===== src/rtl/seq_det_reporter_pkg.sv =====
// Shared definitions for the sequence-detect event reporter: parameter
// defaults, the FIFO level-width helper and the per-edge FIFO control bundle.
package seq_det_pkg;

    localparam int TS_W_DEF  = 16;
    localparam int CNT_W_DEF = 16;
    localparam int DEPTH_DEF = 4;

    // Occupancy counter must represent 0..DEPTH inclusive.
    function automatic int lvl_w(input int depth);
        return $clog2(depth) + 1;
    endfunction

    // Per-edge decision taken by the reporter for the event FIFO.
    typedef struct packed {
        logic push;   // detection stored at the tail
        logic pop;    // head consumed by downstream
        logic drop;   // detection lost because the FIFO was full
    } fifo_ctl_t;

endpackage


===== src/rtl/seq_det_reporter_if.sv =====
// Bundle between the reporter and its environment: detection input, soft
// clear, and the timestamped event stream with status.
//
// Event handshake: ev_valid/ev_ts describe the FIFO head. A transfer happens
// on a rising clk edge where ev_valid=1 and ev_ready=1. While ev_valid=1 and
// ev_ready=0 the head (ev_ts) stays stable. ev_valid never depends on
// ev_ready, and ev_ready with ev_valid=0 does nothing.
interface seq_det_reporter_if
    import seq_det_pkg::*;
#(
    parameter int TS_W  = TS_W_DEF,
    parameter int CNT_W = CNT_W_DEF,
    parameter int DEPTH = DEPTH_DEF
);

    localparam int LVL_W = lvl_w(DEPTH);

    logic             det_pulse;
    logic             clr;
    logic             ev_ready;
    logic             ev_valid;
    logic [TS_W-1:0]  ev_ts;
    logic [CNT_W-1:0] det_count;
    logic             ovf;
    logic [LVL_W-1:0] level;

    // Environment side: drives detections, clear and consumer readiness.
    modport master (
        output det_pulse,
        output clr,
        output ev_ready,
        input  ev_valid,
        input  ev_ts,
        input  det_count,
        input  ovf,
        input  level
    );

    // Reporter side.
    modport slave (
        input  det_pulse,
        input  clr,
        input  ev_ready,
        output ev_valid,
        output ev_ts,
        output det_count,
        output ovf,
        output level
    );

endinterface


===== src/rtl/seq_det_reporter_fifo.sv =====
// Synchronous event FIFO: power-of-two depth, wrapping pointers, explicit
// occupancy counter, synchronous flush. Push while full is accepted only when
// a pop happens on the same edge; pop while empty is ignored.
module det_evt_fifo
    import seq_det_pkg::*;
#(
    parameter int W     = TS_W_DEF,
    parameter int DEPTH = DEPTH_DEF
) (
    input  logic                      clk,
    input  logic                      rst,
    input  logic                      flush,
    input  logic                      push,
    input  logic                      pop,
    input  logic [W-1:0]              wdata,
    output logic [W-1:0]              rdata,
    output logic [lvl_w(DEPTH)-1:0]   level,
    output logic                      full,
    output logic                      empty
);

    localparam int PTR_W = $clog2(DEPTH);
    localparam int LVL_W = lvl_w(DEPTH);

    logic [W-1:0]     mem [DEPTH];
    logic [PTR_W-1:0] wr_ptr;
    logic [PTR_W-1:0] rd_ptr;
    logic [LVL_W-1:0] count;
    logic             do_push;
    logic             do_pop;

    // Qualify requests against the current occupancy so the counter can
    // never overrun or underrun, whatever the caller asks for.
    always_comb begin
        do_pop  = pop & ~empty;
        do_push = push & (~full | do_pop);
    end

    // Storage: cleared on reset so the head reads 0 until the first push.
    always_ff @(posedge clk) begin
        if (rst) begin
            for (int i = 0; i < DEPTH; i++) begin
                mem[i] <= '0;
            end
        end else if (do_push && !flush) begin
            mem[wr_ptr] <= wdata;
        end
    end

    // Pointers and occupancy; flush drops everything queued.
    always_ff @(posedge clk) begin
        if (rst || flush) begin
            wr_ptr <= '0;
            rd_ptr <= '0;
            count  <= '0;
        end else begin
            if (do_push) begin
                wr_ptr <= wr_ptr + PTR_W'(1);
            end
            if (do_pop) begin
                rd_ptr <= rd_ptr + PTR_W'(1);
            end
            case ({do_push, do_pop})
                2'b10:   count <= count + LVL_W'(1);
                2'b01:   count <= count - LVL_W'(1);
                default: count <= count;
            endcase
        end
    end

    // Status and head data come straight from registers.
    always_comb begin
        full  = (count == LVL_W'(DEPTH));
        empty = (count == '0);
        level = count;
        rdata = mem[rd_ptr];
    end

endmodule


===== src/rtl/seq_det_reporter.sv =====
// Timestamps detections from the 10110 sequence detector, queues them in a
// small FIFO for a downstream consumer, counts all detections (saturating)
// and flags any detection lost to a full FIFO.
module seq_det_reporter
    import seq_det_pkg::*;
#(
    parameter int TS_W  = TS_W_DEF,
    parameter int CNT_W = CNT_W_DEF,
    parameter int DEPTH = DEPTH_DEF
) (
    input  logic               clk,
    input  logic               rst,
    seq_det_reporter_if.slave  bus
);

    localparam int               LVL_W   = lvl_w(DEPTH);
    localparam logic [CNT_W-1:0] CNT_MAX = '1;

    logic [TS_W-1:0]  ts_cnt;
    logic [CNT_W-1:0] det_count;
    logic             ovf;
    fifo_ctl_t        ctl;
    logic [TS_W-1:0]  fifo_rdata;
    logic [LVL_W-1:0] fifo_level;
    logic             fifo_full;
    logic             fifo_empty;

    // Free-running timestamp; soft clear intentionally leaves it alone so
    // timestamps stay monotonic across clears.
    always_ff @(posedge clk) begin
        if (rst) begin
            ts_cnt <= '0;
        end else begin
            ts_cnt <= ts_cnt + TS_W'(1);
        end
    end

    // Decide push/pop/drop for this edge; clear suppresses both sides.
    always_comb begin
        ctl      = '0;
        ctl.pop  = ~bus.clr & bus.ev_ready & ~fifo_empty;
        ctl.push = ~bus.clr & bus.det_pulse & (~fifo_full | ctl.pop);
        ctl.drop = ~bus.clr & bus.det_pulse & fifo_full & ~ctl.pop;
    end

    // Saturating count of every detection, stored or dropped.
    always_ff @(posedge clk) begin
        if (rst || bus.clr) begin
            det_count <= '0;
        end else if (bus.det_pulse && (det_count != CNT_MAX)) begin
            det_count <= det_count + CNT_W'(1);
        end
    end

    // Sticky overflow flag, set whenever a detection is lost.
    always_ff @(posedge clk) begin
        if (rst || bus.clr) begin
            ovf <= 1'b0;
        end else if (ctl.drop) begin
            ovf <= 1'b1;
        end
    end

    det_evt_fifo #(
        .W     (TS_W),
        .DEPTH (DEPTH)
    ) u_fifo (
        .clk   (clk),
        .rst   (rst),
        .flush (bus.clr),
        .push  (ctl.push),
        .pop   (ctl.pop),
        .wdata (ts_cnt),
        .rdata (fifo_rdata),
        .level (fifo_level),
        .full  (fifo_full),
        .empty (fifo_empty)
    );

    // All outputs are register-driven; no path from det_pulse to outputs.
    always_comb begin
        bus.ev_valid  = ~fifo_empty;
        bus.ev_ts     = fifo_rdata;
        bus.level     = fifo_level;
        bus.det_count = det_count;
        bus.ovf       = ovf;
    end

endmodule

===== src/flat_wrapper.sv =====
// flat-port wrapper written by rule: the top's interface ports become plain ports
module seq_det_reporter_flat import seq_det_pkg::*;
#(
    parameter int TS_W  = TS_W_DEF,
    parameter int CNT_W = CNT_W_DEF,
    parameter int DEPTH = DEPTH_DEF
)
  (clk, rst, bus_det_pulse, bus_clr, bus_ev_ready, bus_ev_valid, bus_ev_ts, bus_det_count, bus_ovf, bus_level);
  seq_det_reporter_if #(.TS_W(TS_W), .CNT_W(CNT_W), .DEPTH(DEPTH)) bus_i ();
  input  logic clk;
  input  logic rst;
  input wire logic [$bits(bus_i.det_pulse)-1:0] bus_det_pulse;
  input wire logic [$bits(bus_i.clr)-1:0] bus_clr;
  input wire logic [$bits(bus_i.ev_ready)-1:0] bus_ev_ready;
  output wire logic [$bits(bus_i.ev_valid)-1:0] bus_ev_valid;
  output wire logic [$bits(bus_i.ev_ts)-1:0] bus_ev_ts;
  output wire logic [$bits(bus_i.det_count)-1:0] bus_det_count;
  output wire logic [$bits(bus_i.ovf)-1:0] bus_ovf;
  output wire logic [$bits(bus_i.level)-1:0] bus_level;
  assign bus_i.det_pulse = bus_det_pulse;
  assign bus_i.clr = bus_clr;
  assign bus_i.ev_ready = bus_ev_ready;
  assign bus_ev_valid = bus_i.ev_valid;
  assign bus_ev_ts = bus_i.ev_ts;
  assign bus_det_count = bus_i.det_count;
  assign bus_ovf = bus_i.ovf;
  assign bus_level = bus_i.level;
  seq_det_reporter #(.TS_W(TS_W), .CNT_W(CNT_W), .DEPTH(DEPTH)) u_core (.clk(clk), .rst(rst), .bus(bus_i));
endmodule

===== config.mk =====
export PLATFORM = sky130hd
export DESIGN_NAME = seq_det_reporter_flat
export DESIGN_NICKNAME = d
export VERILOG_FILES = /design/src/rtl/seq_det_reporter_pkg.sv /design/src/rtl/seq_det_reporter_if.sv /design/src/rtl/seq_det_reporter_fifo.sv /design/src/rtl/seq_det_reporter.sv /design/src/flat_wrapper.sv
export SDC_FILE = /design/constraint.sdc
export NUM_CORES = 1
export LEC_CHECK = 0
export CORE_UTILIZATION = 31
export DETAILED_ROUTE_END_ITERATION = 8
export GPL_ROUTABILITY_DRIVEN = 0
export RECOVER_POWER = 50
export SYNTH_ARGS = -nofsm -noshare
export SYNTH_HDL_FRONTEND = slang
export SYNTH_SLANG_ARGS = --single-unit

===== constraint.sdc =====
create_clock -name clk -period 3.3 [get_ports clk]
set_clock_uncertainty 0.15 [all_clocks]
set_input_delay 0.495 -clock clk [delete_from_list [all_inputs] [get_ports clk]]
set_output_delay 0.495 -clock clk [all_outputs]
set_load 0.02 [all_outputs]

Word-level counts from Yosys, hierarchy flattened
Memories as Yosys holds them, arrays and structs flattened. A register that Yosys moved wholly into a read port is not among the register bits.
Cells that the tools add are included.
{ "op_classes": {"n_eq_ne": 4, "muxes": 11, "n_reduce_logical": 7, "add_sub_neg": 6, "n_bitwise": 14} }
{ "ops": {"columns": ["cell", "n"], "rows": [
  ["16-bit by 1-bit adder with 16-bit output (second input constant)", 2],
  ["16-bit two-way mux", 1],
  ["16-bit inequality test (second input constant)", 1],
  ["16-bit OR reduction", 1],
  ["1-bit AND", 8],
  ["1-bit two-way mux", 6],
  ["2-bit two-way mux", 3],
  ["3-bit case mux with 2 select lines", 1],
  ["2-bit by 1-bit adder with 2-bit output (second input constant)", 2],
  ["1-bit NOT", 4],
  ["3-bit by 1-bit adder with 3-bit output (second input constant)", 1],
  ["3-bit == test (second input constant)", 1],
  ["3-bit logical NOT", 1],
  ["3-bit by 1-bit subtractor with 3-bit output (second input constant)", 1],
  ["2-bit by 1-bit == test with 1-bit output (second input constant)", 1],
  ["2-bit == test (second input constant)", 1],
  ["1-bit logical AND", 2],
  ["1-bit OR", 2],
  ["2-bit nonzero test", 1],
  ["1-bit logical NOT", 1],
  ["1-bit logical OR", 1]
]} }
{ "totals": {"output_inout_bits": 37, "register_bits": 40, "ram_bits": 64, "n_memories": 1} }
{ "memory_table": {"columns": ["name", "words", "word_bits", "read_ports", "rd_clocked_by_memory_dff", "write_ports", "line_no", "rtl"], "rows": [
  ["u_core.u_fifo.mem", 4, 16, 1, 1, 4, "seq_det_reporter_fifo.sv:25", "logic [W-1:0] mem [DEPTH];"]
]} }

Logic depth before layout (Yosys ltp)
{ "logic_depth": {"word_depth": 12, "depth_mapped": 9, "depth_no_buf": 8} }

By module
Synthesis repeated with hierarchy kept, for this count alone.
{ "unflattened": {"hier_cells": 383, "hier_area_um2": 4822.1} }
{ "by_module_without_submodules": {"columns": ["mod", "cells_per_inst", "n_inst", "area_each_um2"], "rows": [
  ["det_evt_fifo", 211, 1, 3268.1],
  ["seq_det_reporter", 172, 1, 1554.0]
]} }

Worst setup path before layout
Ideal clock, no wire load.
{ "synth_path": {"path_type": "input port to flip-flop", "startpoint": "input bus_ev_ready", "endpoint": "register u_core.u_fifo.count[2] (netlist: u_core.u_fifo.level[2])", "setup_ns": 0.070, "cell_stages": 8, "t_required_ns": 3.080, "setup_slack_ns": 0.812, "arrival_ns": 2.267, "path_buffers": 0, "path_cell_list": "or4b_4 -> nand2_4 -> ha_1 -> inv_1 -> fa_1 -> xor2_1 -> or3_1 -> a21oi_1"} }
{ "synth_via": {"elab_chain_cells": 7, "elab_cells_between_ends": 11, "classes_between": "eq/ne (2); mux (1); bitwise (7); reduce/logical (1)"} }
{ "synth_lines": {"columns": ["item", "line_no", "rtl"], "rows": [
  ["start, declared", "flat_wrapper.sv:14", "input wire logic [$bits(bus_i.ev_ready)-1:0] bus_ev_ready;"],
  ["1-bit AND (*) (2 in a row)", "seq_det_reporter.sv:41", "ctl.pop = ~bus.clr & bus.ev_ready & ~fifo_empty;"],
  ["1-bit OR or 1-bit AND (tied branches)", "seq_det_reporter.sv:42, seq_det_reporter_fifo.sv:35", null],
  ["1-bit AND or 1-bit OR (tied branches)", "seq_det_reporter.sv:42, seq_det_reporter_fifo.sv:36", null],
  ["1-bit AND", "seq_det_reporter_fifo.sv:36", "do_push = push & (~full | do_pop);"],
  ["2-bit by 1-bit == test with 1-bit output or 2-bit == test (tied branches)", "seq_det_reporter_fifo.sv:63", "case ({do_push, do_pop})"],
  ["3-bit case mux with 2 select lines or 2-bit nonzero test (tied branches)", null, null],
  ["end signal, assigned", "seq_det_reporter_fifo.sv:64", "2'b10: count <= count + LVL_W'(1);"],
  ["end signal, assigned", "seq_det_reporter_fifo.sv:65", "2'b01: count <= count - LVL_W'(1);"],
  ["end signal, assigned", "seq_det_reporter_fifo.sv:66", "default: count <= count;"],
  ["end, declared", "seq_det_reporter_fifo.sv:28", "logic [LVL_W-1:0] count;"]
]} }
Mark *: on every way between the ends. The rest lies on a longest branch, timed or not.
A chain may end at the register's enable or synchronous reset.

Worst setup path after layout
Same ends and word-level chain as after synthesis.

==> run summary <==
CTS Sinks: 106
YS warnings: 0
post-layout min period: 2.94 ns
peak supply drop: 0.240 mV
layout cell share with drive strength beyond 1: 0.122
async set-reset flop share out of synthesis: 0
routed wire length: 9970 microns
register area share after synthesis: 0.580
Routed Antenna Nets: 0
drt via density: 5.06
Fmax: 0.340 GHz
post-DP HPWL: 6550 microns
relative max-transition margin: 0.128
Avg WL per Cell: 16.3 microns
Chip Width: 126 microns
first-pass GRT wire length: 16500 microns
cts hold-fix bufs: 0
EDFF count, synth: 64
DIE AREA: 0.0159 sq mm
initial antenna violation count: 0
number of setup buffers added after CTS: 0
Reg area: 0.00276 sq mm
Clock Path Buffers: 2
Root Buffer: clkbuf_16
crit-path cells: clkdlybuf4s50_1 > or4b_1 > nand2_1 > ha_1 > inv_1 > fa_1 > xor2_1 > or3_1 > a21oi_1
most frequent cells in the layout: 64 x edfxtp_1, 49 x and2_1, 42 x dfxtp_1
1st-pass router iterations: 4
fin. max-slew vios: 0
CTS Buf Count: 9
Initial Util: 0.323
Synth top area share: 0.404
critical path required time: 3.41 ns
nets@finish: 431
top cells by area in the synthesized netlist: edfxtp_1 40%, dfxtp_1 18%, and2_1 7.6%, mux4_2 7.6%, or3_1 1.8%
Resized Gates After CTS: 0
Least-Margin Pin Slew: 1.31 ns
final setup TNS: 0 ns
Synth Area in Compound Gates: 0.0578
Placed Cells incl. Taps: 595
Worst path max stage delay: 0.55 ns
cell family with most CP delay: simple AND/OR/NAND/NOR gates
Synth Area in Adders: 0.0121
Layout Cells excl Fill: 611
area added between synthesis and finish: 18.9%
ANT cells: 0
Buf/Inv on CP: 2
critical path endpoint category: flip-flop
Core ar.: 0.0148 sq mm
H-tree depth: 3
total chip power: 2.75 mW
Min Hold Slack: 0.337 ns
Synth Instances: 379
FF+latch count, synth: 106
# fillers: 1443
nature of the critical path startpoint: input pin
DR DRC count: 0
# IOs: 42
most common cell after layout, fill and taps aside: edfxtp_1
overall global routing resource usage: 0.135
Post-Synth XOR/XNOR Area: 0.0294
CTS clk-pin slew, worst paths: 0.07 ns
Leak Pwr: 1.96 nW
footprint of the multi-input gates: 0.00185 sq mm
post-synth top area cell: edfxtp_1
CP max-delay cell: or4b_1
DR vias: 3091
number of global-route vias before repair: 3167
multiplexer share of the synthesized area: 0.0799
PwrDens: 486 mW/mm^2
Iter 0 DRT Violations: 186
Final Hold Vio Count: 0
unrepaired setup endpoints after global routing: false
CP max FO: 6
net count after synthesis: 388
Critical Path AT: 3.05 ns
Die Y: 126 microns
TritonCTS clock tree: done
Avg Synthesized Cell Area: 12.6 sq um
Crit Path Class: input pin to flip-flop
number of max-cap violations: 0
Unique masters post-synth: 52
# setup viols final: 0
simple-gate share of the synthesized area: 0.217
pin count of the biggest net entering global routing: 29
main flop type after synthesis: edfxtp_1
synthesized area: 0.00476 sq mm
IO Port Bufs: 41
row count: 44
GRT overflow: 0
Final period util: 0.892
worst skew pair latency: 0.34 ns
status: finished, final reports clean
main combinational cell family by area after synthesis: simple AND/OR/NAND/NOR gates
Hold Path Class: flip-flop to flip-flop
[state kept, by name, indices dropped and copies added, names as in the netlist, named ones only]
register,count
u_core.u_fifo.mem,64
u_core.bus.det_count,16
u_core.ts_cnt,16
u_core.u_fifo.level,3
u_core.u_fifo.rd_ptr,2
u_core.u_fifo.wr_ptr,2
u_core.bus.ovf,1
[tightest hold or removal path: stages, from the launching register on]
cell	delay, ns
dfxtp_1	0.33
a21oi_1	0.04
nor2_1	0.08
[kinds of logic (layout without fill, tap and decap cells)]
group,after synthesis,count (layout)
and+or+nand+nor,166,166
DFF,106,106
AOI/OAI and AO/OA,42,42
buffers and inverters,27,75
muxes,18,18
xor gates and xnor gates,16,16
adders and majority gates,4,4
[final timing paths]
kind                                              from                     end  slack, ns  cells past startpoint
worst max register to register  u_core.u_fifo.level[0]  u_core.u_fifo.level[2]       0.54                      8
worst max-delay path                      bus_ev_ready  u_core.u_fifo.level[2]       0.36                      9
worst min-delay path                    u_core.bus.ovf          u_core.bus.ovf       0.34                      2
worst min register to register          u_core.bus.ovf          u_core.bus.ovf       0.34                      2
[final cells by class]
| type | count | share of cell area |
|---|---|---|
| Inverter | 10 | 0.00663 |
| Clock buffer | 9 | 0.0398 |
| Clock inverter | 7 | 0.0177 |
| Multi-Input combinational cell | 246 | 0.326 |
| Sequential cell | 106 | 0.488 |
| Timing Repair Buffer | 49 | 0.0817 |
| Tap cell | 184 | 0.0406 |
[Yosys cell counts (2+ instances only)]
master / n
nand3_1: 12
edfxtp_1: 64
nor2_1: 23
buf_4: 2
xor2_1: 10
or3_1: 14
nand2_1: 11
or2_2: 4
o21ai_0: 11
mux2i_1: 2
xnor2_1: 6
and4_1: 3
nor4_1: 3
o31ai_1: 4
nand4_1: 4
and2_1: 58
and3b_1: 3
and2_2: 4
nand4_2: 2
or4_1: 4
o41ai_1: 2
and3_1: 2
ha_1: 3
nor4_2: 2
a21oi_1: 17
dfxtp_1: 42
clkbuf_2: 2
nor3_1: 7
o311ai_0: 2
inv_1: 9
clkbuf_1: 9
mux4_2: 16
buf_2: 3
[stage by stage]
step	utilization	worst slack [ns]	cell area, sq um
finish	0.384	0.356	5660
global route	0.384	0.201	5660
CTS	0.387	0.462	5710
detailed placement	0.365	0.225	5390
global placement	0.365	0.275	5390
floorplan	-	0.812	4760
[metal layers]
metal  wire (microns)  global-route usage  share of wire  vias up
li1                 -                   -              -     1482
met1             4730               0.174           0.47     1533
met2             4810               0.225           0.48       67
met3              320              0.0306          0.032        9
met4              114              0.0446          0.011        0
met5                0                   0              0        -
[where the power goes]
| group | internal, mW | switching (mW) |
|---|---|---|
| registers | 1.43 | 0.0171 |
| logic | 0.0534 | 0.0773 |
| clock network | 0.672 | 0.497 |
No activity file was read; power rests on OpenSTA's default activity.
